===== src/rtl/axi_rd_burst_ctrl.sv =====
// axi_rd_burst_ctrl
// AXI4 slave read-channel sequencer. Accepts one AR transaction at a time,
// walks the FIXED/INCR/WRAP address sequence and issues one single-word
// memory read per beat, returning each beat on the R channel. Illegal
// bursts are answered with SLVERR beats and never touch memory.
module axi_rd_burst_ctrl #(
  parameter int ADDR_WIDTH = 32,
  parameter int DATA_WIDTH = 32,
  parameter int LEN_BITS   = 8,
  parameter int SIZE_BITS  = 3,
  parameter int ID_BITS    = 4
) (
  input  logic                  i_clk,
  input  logic                  i_rst_n,
  // AR channel
  input  logic                  i_arvalid,
  output logic                  o_arready,
  input  logic [ID_BITS-1:0]    i_arid,
  input  logic [ADDR_WIDTH-1:0] i_araddr,
  input  logic [LEN_BITS-1:0]   i_arlen,
  input  logic [SIZE_BITS-1:0]  i_arsize,
  input  logic [1:0]            i_arburst,
  // R channel
  output logic                  o_rvalid,
  input  logic                  i_rready,
  output logic [ID_BITS-1:0]    o_rid,
  output logic [DATA_WIDTH-1:0] o_rdata,
  output logic [1:0]            o_rresp,
  output logic                  o_rlast,
  // Memory read port
  output logic                  o_mem_req,
  output logic [ADDR_WIDTH-1:0] o_mem_addr,
  input  logic                  i_mem_rvalid,
  input  logic [DATA_WIDTH-1:0] i_mem_rdata,
  input  logic                  i_mem_err
);

  // Largest legal ARSIZE: one beat may not be wider than the data bus.
  localparam int MAX_SIZE = $clog2(DATA_WIDTH / 8);

  localparam logic [1:0] BURST_FIXED = 2'd0;
  localparam logic [1:0] BURST_INCR  = 2'd1;
  localparam logic [1:0] BURST_WRAP  = 2'd2;
  localparam logic [1:0] BURST_RSVD  = 2'd3;

  localparam logic [1:0] RESP_OKAY   = 2'b00;
  localparam logic [1:0] RESP_SLVERR = 2'b10;

  // Number of legal WRAP lengths: 2, 4, 8 and 16 beats.
  localparam int NUM_WRAP_LENS = 4;

  typedef enum logic [1:0] {
    S_IDLE = 2'd0,
    S_REQ  = 2'd1,
    S_DATA = 2'd2,
    S_ERR  = 2'd3
  } state_t;

  state_t                r_state;
  logic [ID_BITS-1:0]    r_id;
  logic [ADDR_WIDTH-1:0] r_cur_addr;
  logic [LEN_BITS-1:0]   r_len;
  logic [LEN_BITS-1:0]   r_beat_cnt;
  logic [SIZE_BITS-1:0]  r_size;
  logic [1:0]            r_burst;
  logic [DATA_WIDTH-1:0] r_rdata;
  logic [1:0]            r_rresp;
  logic                  r_rvalid;
  logic                  r_rlast;
  logic                  r_mem_req;

  logic [NUM_WRAP_LENS-1:0] w_wrap_len_hit;
  logic                     w_wrap_len_ok;
  logic                     w_size_bad;
  logic                     w_ar_illegal;
  logic                     w_last_beat;
  logic [ADDR_WIDTH-1:0]    w_incr;
  logic [ADDR_WIDTH-1:0]    w_aligned;
  logic [ADDR_WIDTH-1:0]    w_step;
  logic [ADDR_WIDTH-1:0]    w_wrap_bound;
  logic [ADDR_WIDTH-1:0]    w_wrap_mask;
  logic [ADDR_WIDTH-1:0]    w_wrap_next;
  logic [ADDR_WIDTH-1:0]    w_next_addr;

  // WRAP is only defined for 2, 4, 8 or 16 beats, i.e. arlen = 2^(gi+1)-1.
  genvar gi;
  generate
    for (gi = 0; gi < NUM_WRAP_LENS; gi++) begin : g_wrap_len
      assign w_wrap_len_hit[gi] = (i_arlen == LEN_BITS'((1 << (gi + 1)) - 1));
    end
  endgenerate

  assign w_wrap_len_ok = |w_wrap_len_hit;
  assign w_size_bad    = (i_arsize > SIZE_BITS'(MAX_SIZE));
  assign w_ar_illegal  = (i_arburst == BURST_RSVD) || w_size_bad ||
                         ((i_arburst == BURST_WRAP) && !w_wrap_len_ok);

  assign w_last_beat   = (r_beat_cnt == r_len);

  // Address of the following beat. INCR realigns to the beat size from the
  // second beat on; WRAP keeps the upper bits fixed and wraps the offset
  // inside a (len+1)*bytes window.
  assign w_incr       = ADDR_WIDTH'(1) << r_size;
  assign w_aligned    = r_cur_addr & ~(w_incr - ADDR_WIDTH'(1));
  assign w_step       = w_aligned + w_incr;
  assign w_wrap_bound = (ADDR_WIDTH'(r_len) + ADDR_WIDTH'(1)) << r_size;
  assign w_wrap_mask  = w_wrap_bound - ADDR_WIDTH'(1);
  assign w_wrap_next  = (r_cur_addr & ~w_wrap_mask) | (w_step & w_wrap_mask);

  // Select the next-beat address for the latched burst type.
  always_comb begin
    w_next_addr = r_cur_addr;
    case (r_burst)
      BURST_FIXED: w_next_addr = r_cur_addr;
      BURST_INCR:  w_next_addr = w_step;
      BURST_WRAP:  w_next_addr = w_wrap_next;
      default:     w_next_addr = r_cur_addr;
    endcase
  end

  // Burst sequencer: one memory read per beat, then one R beat, strictly
  // alternating so a memory request never overlaps a pending R beat.
  always_ff @(posedge i_clk) begin
    if (!i_rst_n) begin
      r_state    <= S_IDLE;
      r_id       <= '0;
      r_cur_addr <= '0;
      r_len      <= '0;
      r_beat_cnt <= '0;
      r_size     <= '0;
      r_burst    <= '0;
      r_rdata    <= '0;
      r_rresp    <= RESP_OKAY;
      r_rvalid   <= 1'b0;
      r_rlast    <= 1'b0;
      r_mem_req  <= 1'b0;
    end else begin
      case (r_state)
        S_IDLE: begin
          if (i_arvalid) begin
            r_id       <= i_arid;
            r_cur_addr <= i_araddr;
            r_len      <= i_arlen;
            r_size     <= i_arsize;
            r_burst    <= i_arburst;
            r_beat_cnt <= '0;
            if (w_ar_illegal) begin
              // Error beats carry no data; the first one is presented at once.
              r_state  <= S_ERR;
              r_rvalid <= 1'b1;
              r_rdata  <= '0;
              r_rresp  <= RESP_SLVERR;
              r_rlast  <= (i_arlen == '0);
            end else begin
              r_state   <= S_REQ;
              r_mem_req <= 1'b1;
            end
          end
        end

        S_REQ: begin
          // i_mem_rvalid doubles as the grant, so the request holds until it.
          if (i_mem_rvalid) begin
            r_rdata   <= i_mem_rdata;
            r_rresp   <= i_mem_err ? RESP_SLVERR : RESP_OKAY;
            r_mem_req <= 1'b0;
            r_rvalid  <= 1'b1;
            r_rlast   <= w_last_beat;
            r_state   <= S_DATA;
          end
        end

        S_DATA: begin
          if (i_rready) begin
            r_rvalid <= 1'b0;
            r_rlast  <= 1'b0;
            if (w_last_beat) begin
              r_state <= S_IDLE;
            end else begin
              r_beat_cnt <= r_beat_cnt + LEN_BITS'(1);
              r_cur_addr <= w_next_addr;
              r_mem_req  <= 1'b1;
              r_state    <= S_REQ;
            end
          end
        end

        S_ERR: begin
          if (i_rready) begin
            if (w_last_beat) begin
              r_rvalid <= 1'b0;
              r_rlast  <= 1'b0;
              r_state  <= S_IDLE;
            end else begin
              // Next error beat follows back-to-back; rdata/rresp stay as set.
              r_beat_cnt <= r_beat_cnt + LEN_BITS'(1);
              r_rlast    <= ((r_beat_cnt + LEN_BITS'(1)) == r_len);
            end
          end
        end

        default: begin
          r_state <= S_IDLE;
        end
      endcase
    end
  end

  // AR is only offered while idle and out of reset.
  assign o_arready  = (r_state == S_IDLE) && i_rst_n;

  assign o_rvalid   = r_rvalid;
  assign o_rid      = r_id;
  assign o_rdata    = r_rdata;
  assign o_rresp    = r_rresp;
  assign o_rlast    = r_rlast;
  assign o_mem_req  = r_mem_req;
  assign o_mem_addr = r_cur_addr;

endmodule

===== config.mk =====
export PLATFORM = sky130hd
export DESIGN_NAME = axi_rd_burst_ctrl
export DESIGN_NICKNAME = d
export VERILOG_FILES = /design/src/rtl/axi_rd_burst_ctrl.sv
export SDC_FILE = /design/constraint.sdc
export NUM_CORES = 1
export LEC_CHECK = 0
export ABC_AREA = 1
export CAP_MARGIN = 20
export CORE_UTILIZATION = 51
export DETAILED_ROUTE_END_ITERATION = 10
export GPL_TIMING_DRIVEN = 0
export PLACE_DENSITY_LB_ADDON = 0.05
export SKIP_LAST_GASP = 1
export SYNTH_ARGS = -nofsm -noshare
export SYNTH_HDL_FRONTEND = slang
export SYNTH_SLANG_ARGS = --single-unit

===== constraint.sdc =====
create_clock -name i_clk -period 3.2 [get_ports i_clk]
set_clock_uncertainty 0.2 [all_clocks]
set_input_delay 0.32 -clock i_clk [delete_from_list [all_inputs] [get_ports i_clk]]
set_output_delay 0.32 -clock i_clk [all_outputs]
set_load 0.03 [all_outputs]

==> metrics.md, run 1 <==
| Metric | Value |
|---|---|
| Cell chain of the critical path | buf_6 > inv_6 > buf_12 > buf_8 > nor2_1 > ha_1 > nand2_1 > inv_1 > ha_4 > inv_2 > nor3_2 > nand2_2 > nand2_4 > nand2_4 > nor2_4 > nand2_1 > nand2_1 > nand3_1 > a21oi_1 > nor2_1 > nor2_1 |
| Hold_ws | 0.1163 ns |
| Port Buffer Count | 158 |
| First-pass GRT wire length | 36.18 mm |
| Diode count | 0 |
| R2R cell count | 21 |
| Rows | 42 |
| DP Worst Slack | -0.09377 ns |
| Final period utilization | 0.9531 |
| Vias in the first global route | 7491 |
| HP Class | in2reg |
| Pwr per Cell Area | 852.4 nW/µm² |
| Syn_area_per_cell | 6.335 µm² |
| Tot GR Track Use | 0.3202 |
| Nets | 1376 |
| #FFs+latches synth | 95 |
| Arrival time at the worst endpoint | 3.14 ns |
| Worst path top cell family by delay | simple AND/OR/NAND/NOR gates |
| Yosys warnings | 0 |
| Via-to-Cell Ratio | 5.417 |
| Gate Count Post-Synth | 1099 |
| Post-synthesis instance area | 6962 µm² |
| RSZ-0062 raised after global routing | true |
| FMAX | 327.9 MHz |
| I/O Pins | 161 |
| Worst setup SP type | register |
| Grt total ovfl | 0 |
| CTS H-tree depth | 3 |
| Max rail drop VDD | 423.1 µV |
| Multi-input gate area | 4466 µm² |
| Initial antenna violation count | 0 |
| CTS max path bufs | 2 |
| Remaining DRCs | 0 |
| CTS tree | yes |
| Post-Route WL | 22.54 mm |
| Worst-Margin Slew | 0.6884 ns |
| Die height | 118.8 µm |
| Final Power | 7.907 mW |
| Fraction of layout cells with a size suffix above 1 | 0.1223 |
| Max-Cap Viols | 0 |
| Worst Min Path Start | i_rst_n |
| Final antenna-violating net count | 0 |
| Most frequent cells in the layout | nand2_1 (264), clkdlybuf4s50_1 (158), nor2_1 (141) |
| Worst Hold Path EP | r_state[0] |
| Slowest-stage cell, CP | dfxtp_1 |
| Die area | 14120 µm² |
| Slew HR | 0.5411 |
| Critical path type | reg2reg |
| Worst Path Required | 3.29 ns |
| First-pass DRT Iterations | 5 |
| Layout Utilization | 0.6976 |
| Via count | 7909 |
| Final setup viols | 0 |
| Clk_lat worst skew | 0.35 ns |
| Sink Count | 95 |
| CP Depth | 21 |
| Final setup TNS | 0 ns |
| Most common cell after layout, fill and taps aside | nand2_1 |
| Number of fill cells | 1219 |
| Largest net degree at the start of global routing | 19 |
| Final setup margin | 0.1501 ns |
| Hold_buf cts | 0 |
| DRT iter0 DRCs | 635 |
| Area growth from synthesis to layout | 33.23% |
| Core Region | 13300 µm² |
| Final Critical Period | 3.050 ns |
| Gpl congestion | 0.9418 |
| Unique masters post-synth | 57 |
| CP max stage delay | 0.33 ns |
| Status | complete, no violations |
| Critical path buffers and inverters | 6 |
| Post-synth net total | 1196 |
| Leak pwr | 3.875 nW |
| Initial Utilization | 0.5236 |
| Clk pin slew, worst setup/hold paths | 0.07 ns |
| RR Startpoint | r_size[2] |
| Hold Crit Depth | 3 |
| Width of the die | 118.8 µm |
| R2R Setup Slk | 0.15 ns |
| Clock Root Buffer | clkbuf_16 |
| TritonCTS Buffers | 9 |
| Nature of the critical path endpoint | register |
| Slew Limit Fails | 0 |
| Sequential Area | 1904 µm² |
| Post-DP HPWL | 17.43 mm |
| Sequential cell area fraction in the yosys report | 0.2732 |
| WL per Instance | 15.44 µm |
| Final Hold Violating Endpoints | 0 |
| Critical path peak fanout | 10 |
-- kinds of logic (layout without fill, tap and decap cells) --
kind of cell	Yosys count	count (layout)	synth area share
simple gates	607	607	0.4082
compound gates	198	198	0.1713
buf+inv	165	350	0.09975
flops	95	95	0.2732
xor+xnor	22	22	0.02768
fa+ha+maj	10	10	0.01797
other cells	1	1	0.0005387
mux	1	1	0.001438
-- cells in the mapped netlist (all sizes together) --
library cell / n / area share
conb: 1 / 0.00054
a21oi: 73 / 0.057
o221ai: 1 / 0.0013
nand2: 288 / 0.17
o22ai: 2 / 0.0027
xnor2: 7 / 0.0088
nand3b: 2 / 0.0040
clkinv: 2 / 0.0011
clkbuf: 24 / 0.013
and2: 1 / 0.00090
a221oi: 2 / 0.0025
a21boi: 4 / 0.0049
o21ai: 72 / 0.053
mux2i: 1 / 0.0014
nand3: 104 / 0.091
or2: 5 / 0.0045
a22oi: 33 / 0.038
o31ai: 2 / 0.0022
nor4: 11 / 0.0099
dfxtp: 95 / 0.27
ha: 10 / 0.018
a211oi: 3 / 0.0032
nor2: 162 / 0.10
inv: 121 / 0.066
o21bai: 3 / 0.0038
a311oi: 1 / 0.0013
nand4: 12 / 0.011
xor2: 15 / 0.019
a31oi: 2 / 0.0018
and3: 2 / 0.0018
buf: 18 / 0.019
nor3: 20 / 0.016
-- where the power goes --
group          total, mW  internal [mW]  switching [mW]
combinational       4.88           1.77            3.11
sequential          1.95           1.55           0.404
clock               1.07          0.545           0.526
-- cell type report --
class / count / area share
well taps: 176 / 0.02374
clock inverters: 7 / 0.007284
clock buffers: 9 / 0.02428
inverters: 123 / 0.05059
plain buffers: 42 / 0.02792
multi-input cells: 839 / 0.4815
repair buffers: 169 / 0.1794
flip-flops and latches: 95 / 0.2053
-- tightest hold or removal path: cells and delay by family --
family          cells  cell delay [ns]
buf+inv             1             0.15
compound gates      2             0.15
-- through the flow --
stage | instance area (µm²) | cells
final | 9275 | 1460
after global routing | 9275 | 1460
after CTS | 9065 | 1449
after detailed placement | 8763 | 1433
after global placement | 8763 | 1433
after floorplan | 6962 | 1099
-- worst max-delay path by stage --
stage / to / slack, ns / from
after floorplan: register / 0.30 / r_size[2]
after global placement: register / -0.08 / r_size[2]
after detailed placement: register / -0.09 / r_size[2]
after CTS: register / 0.009 / r_size[2]
after global routing: register / -0.06 / r_size[2]
final: register / 0.15 / r_size[2]
-- routing by layer --
layer  global-route usage  part of all wire  up-vias
met5                    0                 0        -
met4               0.1305             0.029        0
met3              0.08142             0.079       48
met2               0.5387              0.47      316
met1               0.3881              0.42     3579
li1                     -                 -     3966
-- repair_timing --
item | in CTS | in global routing
endpoints found under the setup margin | 7 | 22
resized for setup | 3 | 33
pin swaps | 0 | 9
setup buffers | 0 | 11
No activity file was read; power rests on OpenSTA's default activity.
==> inputs of run 2 (changes only) <==
- CORE_UTILIZATION: 51 -> 35
==> metrics.md, run 2 (synthesis gave the netlist of run 1 again) <==
| Metric | Value |
|---|---|
| Critical path type | reg2reg |
| CP max stage delay | 0.37 ns |
| Hold_buf cts | 0 |
| RR Startpoint | r_len[1] |
| Slowest-stage cell, CP | dfxtp_4 |
| Slew HR | 0.4642 |
| Worst-Margin Slew | 0.8038 ns |
| Core Region | 19460 µm² |
| Grt total ovfl | 0 |
| Initial antenna violation count | 1 |
| Clk_lat worst skew | 0.36 ns |
| Tot GR Track Use | 0.2402 |
| Clock Root Buffer | clkbuf_16 |
| Cell chain of the critical path | ha_2 > o21ai_2 > buf_4 > nand2_1 > nand3_2 > nand3_2 > nor2_4 > nand3_4 > nor2_8 > nand3_1 > nor3_4 > ha_1 > a21oi_1 > a21boi_1 > a21oi_1 |
| R2R Setup Slk | 0.13 ns |
| Max rail drop VDD | 316.0 µV |
| Slew Limit Fails | 0 |
| First-pass DRT Iterations | 7 |
| Initial Utilization | 0.3577 |
| Width of the die | 143.0 µm |
| Gpl congestion | 0.9252 |
| Largest net degree at the start of global routing | 21 |
| CTS max path bufs | 2 |
| First-pass GRT wire length | 37.95 mm |
| WL per Instance | 15.50 µm |
| Rows | 51 |
| CTS H-tree depth | 3 |
| Leak pwr | 3.906 nW |
| CTS tree | yes |
| Most common cell after layout, fill and taps aside | nand2_1 |
| Status | complete, no violations |
| Final Power | 7.984 mW |
| FMAX | 325.5 MHz |
| Post-Route WL | 24.05 mm |
| R2R cell count | 15 |
| Final cell count without fillers | 1552 |
| Pwr per Cell Area | 848.7 nW/µm² |
| Via count | 7676 |
| Via-to-Cell Ratio | 4.946 |
| Nets | 1379 |
| Placed Cells | 1522 |
| Area growth from synthesis to layout | 35.14% |
| Arrival time at the worst endpoint | 3.14 ns |
| Critical path peak fanout | 5 |
| Die height | 143.0 µm |
| Max-Cap Viols | 0 |
| Remaining DRCs | 0 |
| Final antenna-violating net count | 0 |
| Sink Count | 95 |
| DRT iter0 DRCs | 468 |
| Most frequent cells in the layout | nand2_1 (264), clkdlybuf4s50_1 (158), nor2_1 (143) |
| Fraction of layout cells with a size suffix above 1 | 0.1197 |
| Final period utilization | 0.9599 |
| Diode count | 0 |
| HP Class | in2reg |
| Die area | 20460 µm² |
| Clk pin slew, worst setup/hold paths | 0.09 ns |
| Vias in the first global route | 7238 |
| Post-DP HPWL | 18.86 mm |
| I/O Pins | 161 |
| Final setup viols | 0 |
| Final Hold Violating Endpoints | 0 |
| Worst Setup SP | r_len[1] |
| RSZ-0062 raised after global routing | true |
| Nature of the critical path endpoint | register |
| Port Buffer Count | 158 |
| Worst setup SP type | register |
| Worst Path Required | 3.26 ns |
| TritonCTS Buffers | 9 |
| Final Critical Period | 3.072 ns |
## run 2: changes by cell type in the layout (fill, tap and decap cells not counted), sizes merged
cell / before / now
buf: 29 / 32
inv: 123 / 125
clkinvlp: 2 / 0
## run 2: worst min-delay path by stage
| stage | from | to | slack (ns) | depth (start not counted) |
|---|---|---|---|---|
| 6_report | i_rst_n | r_state[0] | 0.12 | 3 |
| 5_1_grt | i_rst_n | r_state[0] | 0.18 | 3 |
| 4_1_cts | i_rst_n | r_state[0] | 0.12 | 3 |
| 3_5_place_dp | o_rresp[1] | o_rresp[1] | 0.25 | 2 |
| 3_3_place_gp | o_rresp[1] | o_rresp[1] | 0.24 | 2 |
| 2_1_floorplan | r_burst[0] | r_burst[0] | 0.24 | 2 |
## run 2: per-layer routing
metal / global-route usage / part of all wire / vias to the layer above
met3: 0.05533 / 0.063 / 24
met4: 0.05037 / 0.011 / 0
met5: 0 / 0 / -
met2: 0.4051 / 0.48 / 195
li1: - / - / 3985
met1: 0.3099 / 0.45 / 3472
## run 2: critical path: cells and delay by family (launching register included)
kind,cells,cell delay (ns)
buf+inv,1,0.14
fa+ha+maj,2,0.57
simple gates,8,1.10
flops,1,0.37
compound gates,4,0.59
## run 2: metrics by stage
step / util / cell area, µm² / worst slack [ns] / hold WS, ns / setup TNS, ns
after global routing: 0.4834 / 9408 / -0.05175 / 0.1763 / -0.1573
after floorplan: - / 6962 / 0.3031 / 0.2353 / 0
final: 0.4834 / 9408 / 0.1282 / 0.1173 / 0
after CTS: 0.4726 / 9198 / -0.02586 / 0.1163 / -0.04084
after global placement: 0.4560 / 8875 / -0.1627 / 0.2395 / -1.119
after detailed placement: 0.4560 / 8875 / -0.1564 / 0.2475 / -1.482
## run 2: final cells by class
cell class	count	area (µm²)
Fill cell	2098	10050
Sequential cell	95	1907
Clock inverter	7	83.83
Timing Repair Buffer	172	1687
Multi-Input combinational cell	839	4449
Buffer	42	255.2
Tap cell	265	331.6
Clock buffer	9	225.2
Inverter	123	469.2
## run 2: timing repair
| action | 4_1_cts | 5_1_grt |
|---|---|---|
| endpoints found under the setup margin | 14 | 22 |
| pin swaps | 0 | 10 |
| resized for setup | 4 | 28 |
| setup buffers | 0 | 14 |
| cloned | 0 | 0 |
## run 2: power by group
group / internal [mW] / switching (mW) / leakage (nW) / total [mW]
Sequential: 1.55 / 0.402 / 0.781 / 1.95
Combinational: 1.76 / 3.11 / 2.97 / 4.88
Clock: 0.563 / 0.591 / 0.151 / 1.15
